<file path="config.mk">
export PLATFORM = sky130hd
export DESIGN_NAME = det_job_arbiter
export DESIGN_NICKNAME = d
export VERILOG_FILES = /design/src/rtl/det_job_arbiter.sv
export SDC_FILE = /design/constraint.sdc
export NUM_CORES = 1
export LEC_CHECK = 0
export ABC_AREA = 1
export CORE_AREA = 10 10 419 421
export DETAILED_ROUTE_END_ITERATION = 8
export DIE_AREA = 0 0 429 431
export MAX_ROUTING_LAYER = met4
export PLACE_DENSITY = 0.36
export SLEW_MARGIN = 20
export SYNTH_ARGS = -nofsm -noshare
export SYNTH_HDL_FRONTEND = slang
export SYNTH_SLANG_ARGS = --single-unit
export TNS_END_PERCENT = 30
</file>
<file path="constraint.sdc">
create_clock -name clk -period 5.1 [get_ports clk]
set_clock_uncertainty 0.2 [all_clocks]
set_input_delay 1.02 -clock clk [delete_from_list [all_inputs] [get_ports clk]]
set_output_delay 1.02 -clock clk [all_outputs]
set_load 0.02 [all_outputs]
</file>
<file path="src/rtl/det_job_arbiter.sv">
// det_job_arbiter: shares one determinant engine among NUM_REQ requesters.
// Round-robin grant, latches the winner's 5x5 byte matrix, runs the engine's
// start/done handshake under a watchdog and returns one response at a time.
// Optional feature: define DET_ARB_STATS_EN to add the stat_jobs/stat_timeouts
// saturating counters and their output ports.
module det_job_arbiter #(
    parameter int unsigned NUM_REQ        = 4,
    parameter int unsigned TIMEOUT_CYCLES = 1024,
    parameter int unsigned DET_W          = 40
) (
    input  logic                       clk,
    input  logic                       reset,
    input  logic [NUM_REQ-1:0]         req,
    input  logic [NUM_REQ*200-1:0]     req_matrix,
    output logic [NUM_REQ-1:0]         gnt,
    output logic [199:0]               eng_matrix,
    output logic                       eng_start,
    output logic                       eng_reset,
    input  logic                       eng_done,
    input  logic [DET_W-1:0]           eng_det,
    output logic                       rsp_valid,
    input  logic                       rsp_ready,
    output logic [$clog2(NUM_REQ)-1:0] rsp_id,
    output logic [DET_W-1:0]           rsp_det,
    output logic                       rsp_timeout
`ifdef DET_ARB_STATS_EN
  , output logic [15:0]                stat_jobs,
    output logic [7:0]                 stat_timeouts
`endif
);

    localparam int unsigned ID_W  = $clog2(NUM_REQ);
    localparam int unsigned MAT_W = 200;
    localparam int unsigned TMR_W = $clog2(TIMEOUT_CYCLES);

    localparam logic [ID_W-1:0]  RR_RESET  = ID_W'(NUM_REQ - 1);
    localparam logic [TMR_W-1:0] TIMER_MAX = TMR_W'(TIMEOUT_CYCLES - 1);

    typedef enum logic [2:0] {
        StIdle,
        StLaunch,
        StWait,
        StRelease,
        StResp
    } state_e;

    state_e               state_q, state_d;
    logic [ID_W-1:0]      rr_ptr_q, rr_ptr_d;
    logic [TMR_W-1:0]     timer_q, timer_d;
    logic [NUM_REQ-1:0]   gnt_q, gnt_d;
    logic [MAT_W-1:0]     eng_matrix_q, eng_matrix_d;
    logic                 eng_start_q, eng_start_d;
    logic                 wd_pulse_q, wd_pulse_d;
    logic                 rsp_valid_q, rsp_valid_d;
    logic [ID_W-1:0]      rsp_id_q, rsp_id_d;
    logic [DET_W-1:0]     rsp_det_q, rsp_det_d;
    logic                 rsp_timeout_q, rsp_timeout_d;

    logic                 win_valid;
    logic [ID_W-1:0]      win_idx;
    logic [ID_W-1:0]      cand;
    logic [MAT_W-1:0]     win_matrix;

    // Round-robin search: first active request after rr_ptr, wrapping.
    always_comb begin
        win_valid = 1'b0;
        win_idx   = '0;
        cand      = '0;
        for (int unsigned i = 1; i <= NUM_REQ; i++) begin
            cand = ID_W'((32'(rr_ptr_q) + i) % NUM_REQ);
            if (!win_valid && req[cand]) begin
                win_valid = 1'b1;
                win_idx   = cand;
            end
        end
    end

    // Select the winner's matrix slice.
    always_comb begin
        win_matrix = '0;
        for (int unsigned i = 0; i < NUM_REQ; i++) begin
            if (win_idx == ID_W'(i)) begin
                win_matrix = req_matrix[i*MAT_W +: MAT_W];
            end
        end
    end

    // Job FSM next-state and registered-output next values.
    always_comb begin
        state_d       = state_q;
        rr_ptr_d      = rr_ptr_q;
        timer_d       = timer_q;
        gnt_d         = '0;
        eng_matrix_d  = eng_matrix_q;
        eng_start_d   = eng_start_q;
        wd_pulse_d    = 1'b0;
        rsp_valid_d   = rsp_valid_q;
        rsp_id_d      = rsp_id_q;
        rsp_det_d     = rsp_det_q;
        rsp_timeout_d = rsp_timeout_q;

        unique case (state_q)
            StIdle: begin
                if (win_valid) begin
                    gnt_d        = NUM_REQ'(1) << win_idx;
                    eng_matrix_d = win_matrix;
                    rsp_id_d     = win_idx;
                    rr_ptr_d     = win_idx;
                    eng_start_d  = 1'b1;
                    timer_d      = '0;
                    state_d      = StLaunch;
                end
            end
            StLaunch: begin
                // eng_done may still be high from the previous job; ignore it here.
                state_d = StWait;
            end
            StWait: begin
                // Done has priority over the watchdog in the same cycle.
                if (eng_done) begin
                    rsp_det_d     = eng_det;
                    rsp_timeout_d = 1'b0;
                    eng_start_d   = 1'b0;
                    state_d       = StRelease;
                end else if (timer_q == TIMER_MAX) begin
                    eng_start_d   = 1'b0;
                    wd_pulse_d    = 1'b1;
                    rsp_det_d     = '0;
                    rsp_timeout_d = 1'b1;
                    state_d       = StRelease;
                end else begin
                    timer_d = timer_q + TMR_W'(1);
                end
            end
            StRelease: begin
                // One cycle with start low so the engine can return to idle.
                rsp_valid_d = 1'b1;
                state_d     = StResp;
            end
            StResp: begin
                if (rsp_ready) begin
                    rsp_valid_d = 1'b0;
                    state_d     = StIdle;
                end
            end
            default: begin
                state_d = StIdle;
            end
        endcase
    end

    // State register with synchronous reset; a reset mid-job drops the job.
    always_ff @(posedge clk) begin
        if (reset) begin
            state_q       <= StIdle;
            rr_ptr_q      <= RR_RESET;
            timer_q       <= '0;
            gnt_q         <= '0;
            eng_matrix_q  <= '0;
            eng_start_q   <= 1'b0;
            wd_pulse_q    <= 1'b0;
            rsp_valid_q   <= 1'b0;
            rsp_id_q      <= '0;
            rsp_det_q     <= '0;
            rsp_timeout_q <= 1'b0;
        end else begin
            state_q       <= state_d;
            rr_ptr_q      <= rr_ptr_d;
            timer_q       <= timer_d;
            gnt_q         <= gnt_d;
            eng_matrix_q  <= eng_matrix_d;
            eng_start_q   <= eng_start_d;
            wd_pulse_q    <= wd_pulse_d;
            rsp_valid_q   <= rsp_valid_d;
            rsp_id_q      <= rsp_id_d;
            rsp_det_q     <= rsp_det_d;
            rsp_timeout_q <= rsp_timeout_d;
        end
    end

    assign gnt         = gnt_q;
    assign eng_matrix  = eng_matrix_q;
    assign eng_start   = eng_start_q;
    assign eng_reset   = reset | wd_pulse_q;
    assign rsp_valid   = rsp_valid_q;
    assign rsp_id      = rsp_id_q;
    assign rsp_det     = rsp_det_q;
    assign rsp_timeout = rsp_timeout_q;

`ifdef DET_ARB_STATS_EN
    logic [15:0] stat_jobs_q;
    logic [7:0]  stat_timeouts_q;

    // Saturating job / watchdog-abort counters; wd_pulse_q is high once per abort.
    always_ff @(posedge clk) begin
        if (reset) begin
            stat_jobs_q     <= '0;
            stat_timeouts_q <= '0;
        end else begin
            if (state_q == StResp && rsp_ready && stat_jobs_q != 16'hffff) begin
                stat_jobs_q <= stat_jobs_q + 16'd1;
            end
            if (wd_pulse_q && stat_timeouts_q != 8'hff) begin
                stat_timeouts_q <= stat_timeouts_q + 8'd1;
            end
        end
    end

    assign stat_jobs     = stat_jobs_q;
    assign stat_timeouts = stat_timeouts_q;
`endif

    // Grant is one-hot or idle.
    a_gnt_onehot : assert property (@(posedge clk) disable iff (reset) $onehot0(gnt));

    // Engine start and a pending response never overlap.
    a_start_vs_rsp : assert property (@(posedge clk) disable iff (reset)
        !(eng_start && rsp_valid));

    // A stalled response holds its payload.
    a_rsp_stable : assert property (@(posedge clk) disable iff (reset)
        rsp_valid && !rsp_ready |=> rsp_valid && $stable(rsp_id) && $stable(rsp_det)
                                    && $stable(rsp_timeout));

endmodule
</file>
======== Word-level counts from Yosys, hierarchy flattened ========
Cells that the tools add are included.
word-level totals
  bits in registers ....................... 265
  input port bits ......................... 848
  output and inout port bits .............. 250
cells by class
  add/subtract/negate cells ............... 5
  $lt $le $gt $ge ......................... 4
  eq/ne operators ......................... 13
  shift-type cells ........................ 1
  multiplexer cells ....................... 40
  bitwise logic cells ..................... 4
  reductions and logical operators ........ 19
operator list
  operator                 count
  $mux W200                4
  $mux W40                 2
  $mux W10                 3
  $pmux W10 S2             1
  $mux W1                  15
  $pmux W3 S5              1
  $lt A2 B3 Y1 const B     4
  $mux W3                  4
  $add A10 B1 Y10 const B  1
  $eq A10 B10 Y1 const B   1
  $bmux W1 S2              4
  $mux W2                  4
  $ne A2 B2 Y1 const B     4
  $eq A3 B2 Y1 const B     2
  $reduce_and A2 Y1        3
  $reduce_and A3 Y1        2
  $reduce_bool A2 Y1       3
  $reduce_or A3 Y1         2
  $add A2 B1 Y2 const B    2
  $add A2 B2 Y2 const B    2
  $eq A2 B2 Y1 const B     2
  $pmux W1 S2              2
  $reduce_and A4 Y1        1
  $shl A1 B2 Y4 const A    1
  other kinds (10)         16

======== Logic depth before layout (Yosys ltp) ========
  depth after elaboration ................. 18
  depth in mapped cells ................... 18
  depth with buffers taken out ............ 15

======== Least setup slack after synthesis ========
Ideal clock, no wire load.
  path type ............................... input to output
  start ................................... in reset
  end ..................................... out eng_reset
  data arrival time ....................... 1.590 ns
  data required time ...................... 3.880 ns
  slack ................................... 2.290 ns
  stages .................................. 2
  cell sequence ........................... clkbuf_1 > or2_2
between the ends
  cells in the longest elaborated chain, start to end .. 1
RTL lines
  what                line  text
  start: declaration  12    input logic reset,
  $or A1 B1 Y1        184   assign eng_reset = reset | wd_pulse_q;
  end: declaration    18    output logic eng_reset,
No other way between the ends.

======== Worst setup path in the final report ========
Ends and elaborated chain as after synthesis.

==> results.sh <==
export IMPL_wirelength_um=141000
export IMPL_drc=0
export IMPL_n_fill_cell=19138
export IMPL_die_w_um=429
export IMPL_critical_path_top_delay_family="buffers and inverters"
export IMPL_grt_first_pass_wirelength_um=188000
export IMPL_power_leakage_nw=13.3
export IMPL_setup_viol=0
export IMPL_max_stage_delay_ns=0.57
export IMPL_hold_class="reg2reg"
export IMPL_maxSlewHeadroom_pct=33.7
export IMPL_path_buf_inv=3
export IMPL_netlist_instances=2678
export IMPL_tns_ns=0
export IMPL_fin_hold_ws_ns=0.248
export IMPL_tightest_slew_ns=0.995
export IMPL_finalCritPeriodShare_pct=72.7
export IMPL_gp_congestion=0.916
export IMPL_final_min_clock_period_ns=3.71
export IMPL_routedWlPerCell_um=23.7
export IMPL_synthSimpleGateAreaFrac_pct=39.2
export IMPL_slew_viol_final=0
export IMPL_pin_count=1098
export IMPL_row_count=150
export IMPL_cp_max_fo=11
export IMPL_grt_setup_unrepaired="false"
export IMPL_finalHoldViolations=0
export IMPL_synth_xor_area_share_pct=0
export IMPL_clkPwrFrac_pct=17.0
export IMPL_p_seq_share_pct=16.6
export IMPL_power_switching_mw=9.67
export IMPL_ir_worst_vdd_uv=544
export IMPL_cts_made_buffers=43
export IMPL_status="complete, no violations"
export IMPL_drt_pre_antenna_iters=5
export IMPL_startpoint_type="input port"
export IMPL_cpMaxStageDelayCell="clkdlybuf4s50_1"
export IMPL_fin_area_sq_um=30600
export IMPL_timing_critical_path_mode_cell="clkdlybuf4s50_1"
export IMPL_vias=21193
export IMPL_nNetsFinal=4528
export IMPL_port_buffers=1097
export IMPL_syn_nets=3527
export IMPL_netlist_top_cells_count="nand2_1 (1055), inv_1 (344), nand3_1 (317)"
export IMPL_via_per_inst=3.56
export IMPL_syn2layout_area_growth_pct=95.5
export IMPL_cts_clk_slew_worst_paths_ns=0.05
export IMPL_design_die_area_sq_um=185000
export IMPL_start_util_pct=9.40
export IMPL_worstHoldEndpoint="eng_matrix[156]"
export IMPL_ant_nets=0
export IMPL_crit_arrival_ns=2.49
export IMPL_core_area_sq_um=167000
export IMPL_placed_cell_area_sq_um=29200
export IMPL_maxCapViolCount=0
export IMPL_path_class="in2out"
export IMPL_layout_setup_ws_ns=1.39
export IMPL_hold_path_startpoint="eng_matrix[156]"
export IMPL_drive_above_1_share_pct=3.37
export IMPL_async_flop_share_pct=0
export IMPL_r2r_end="eng_matrix[48]"
export IMPL_synth_compound_area_share_pct=13.2
export IMPL_synth_top_family_by_area="simple AND/OR/NAND/NOR gates"
export IMPL_p_int_mw=8.19
export IMPL_grt_start_max_net_pins=126
export IMPL_p_sw_share_pct=54.1
export IMPL_grt_usage_pct=14.8
export IMPL_synth_seq_area_share_pct=33.9
export IMPL_antenna_found_initial=45
export IMPL_p_per_area_nw_per_um2=583
export IMPL_dominantRegCellSynth="dfxtp_1"
export IMPL_p_comb_share_pct=66.4
export IMPL_cts_sinks=265
export IMPL_multi_input_area_sq_um=8280
export IMPL_yosys_area_share_adder_pct=0.0798
export IMPL_critPathCaptureType="primary output"
export IMPL_hpwlAfterDp_um=114000
export IMPL_ys_warn_count=0
export IMPL_grt_pass1_vias=21457
export IMPL_worstReg2RegStart="rr_ptr_q[0]"
export IMPL_die_y_um=431
export IMPL_cts_buffer_depth=3
export IMPL_drt_iter0_markers=1428
export IMPL_synth_top_cell_area_share_pct=33.9
export IMPL_reg2regPathDepth=15
export IMPL_synth_edf_count=0
export IMPL_cp_required_ns=3.88
export IMPL_fin_util_pct=18.4
export IMPL_avgSynthCellArea_sq_um=5.85
export IMPL_synthMuxAreaShare_pct=0
export IMPL_cts_tree="yes"
export IMPL_syn_area_sq_um=15700
export IMPL_grt_ovfl_total=0
export IMPL_r2r_slack_ns=1.65
export IMPL_postCtsHoldBufs=0
export IMPL_post_cts_setup_buffers=0
export IMPL_cp_cell_sequence="clkdlybuf4s50_1 > buf_4 > or2_2 > clkdlybuf4s50_1"
export IMPL_dp_slack_ns=0.924
export IMPL_ys_types=30
export IMPL_yosysMostFrequentCell="nand2_1"
export IMPL_holdPathStages=2
export IMPL_clk_latency_ns=0.63
export IMPL_root_buffer="clkbuf_16"
export IMPL_ctsResizeCount=0
export IMPL_yosys_register_bits=265
export IMPL_max_freq_ghz=0.270
export IMPL_seqCellArea_sq_um=5310
export IMPL_synth_top_area_cell="dfxtp_1"
export IMPL_synthTopCellsByArea="dfxtp_1 (34%), nand2_1 (25%), nand3_1 (10%)"
export IMPL_htree_levels=2
-- state kept, by name, indices dropped and copies added (netlist names) --
signal	cells
rsp_valid	1
rsp_timeout	1
gnt	4
rr_ptr_q	2
rsp_id	2
wd_pulse_q	1
rsp_det	40
state_q	3
timer_q	10
eng_matrix	200
eng_start	1
-- power by group through the flow --
stage | Clock (mW) | Combinational, mW | Sequential, mW
detailed placement | 0 | 12.2 | 3.00
finish | 3.04 | 11.9 | 2.97
CTS | 3.21 | 12.2 | 2.97
global placement | 0 | 12.2 | 3.00
floorplan | 0 | 5.84 | 3.53
global route | 3.26 | 13.1 | 3.03
-- worst min-delay path: stages, from the launching register on --
cell	delay (ns)
dfxtp_1	0.31
nand2_1	0.06
nand2_1	0.04
-- layout by cell type, fill, tap and decap left out, types with 19 or more instances in the layout --
| cell type | count |
|---|---|
| nand2_1 | 1054 |
| nor2_1 | 33 |
| diode_2 | 31 |
| clkbuf_16 | 43 |
| clkdlybuf4s50_1 | 1097 |
| dfxtp_1 | 265 |
| buf_4 | 20 |
| o21ai_1 | 142 |
| inv_1 | 343 |
| nand3_1 | 316 |
| nand3b_1 | 33 |
| o21ai_0 | 254 |
| buf_12 | 19 |
-- metal layers --
metal  up-vias  share of wire, %  track usage, %
met5         -                 0               -
met4         0               1.5            2.66
met3       104               6.1            3.61
met2       676                52            26.5
met1      9980                41            16.8
li1      10433                 -               -
-- worst max path at each step --
stage / startpoint / to / cells past startpoint
6_report: reset / eng_reset / 4
5_1_grt: reset / eng_reset / 4
4_1_cts: reset / eng_reset / 4
3_5_place_dp: req[2] / eng_matrix[9] / 15
3_3_place_gp: req[2] / eng_matrix[9] / 15
2_1_floorplan: reset / eng_reset / 2
-- cell families after synthesis --
logic type | after synthesis
adders and majority gates | 1
buffers and inverters | 529
AOI/OAI and AO/OA | 410
and+or+nand+nor | 1473
DFF | 265
-- cell type report --
cell class | instances | share of cell area, %
well taps | 2204 | 9.00
clock buffers | 64 | 3.90
inverters | 349 | 4.30
flip-flops and latches | 265 | 17.3
clock inverters | 14 | 0.637
diodes | 31 | 0.253
repair buffers | 1136 | 37.6
multi-input cells | 1884 | 27.0
-- stage by stage --
stage / total power, mW / std cells
after CTS: 18.4 / 5916
final: 17.9 / 5947
after global placement: 15.2 / 5838
after global routing: 19.4 / 5940
after floorplan: 9.36 / 2678
after detailed placement: 15.2 / 5838
No activity file was read; power rests on OpenSTA's default activity.
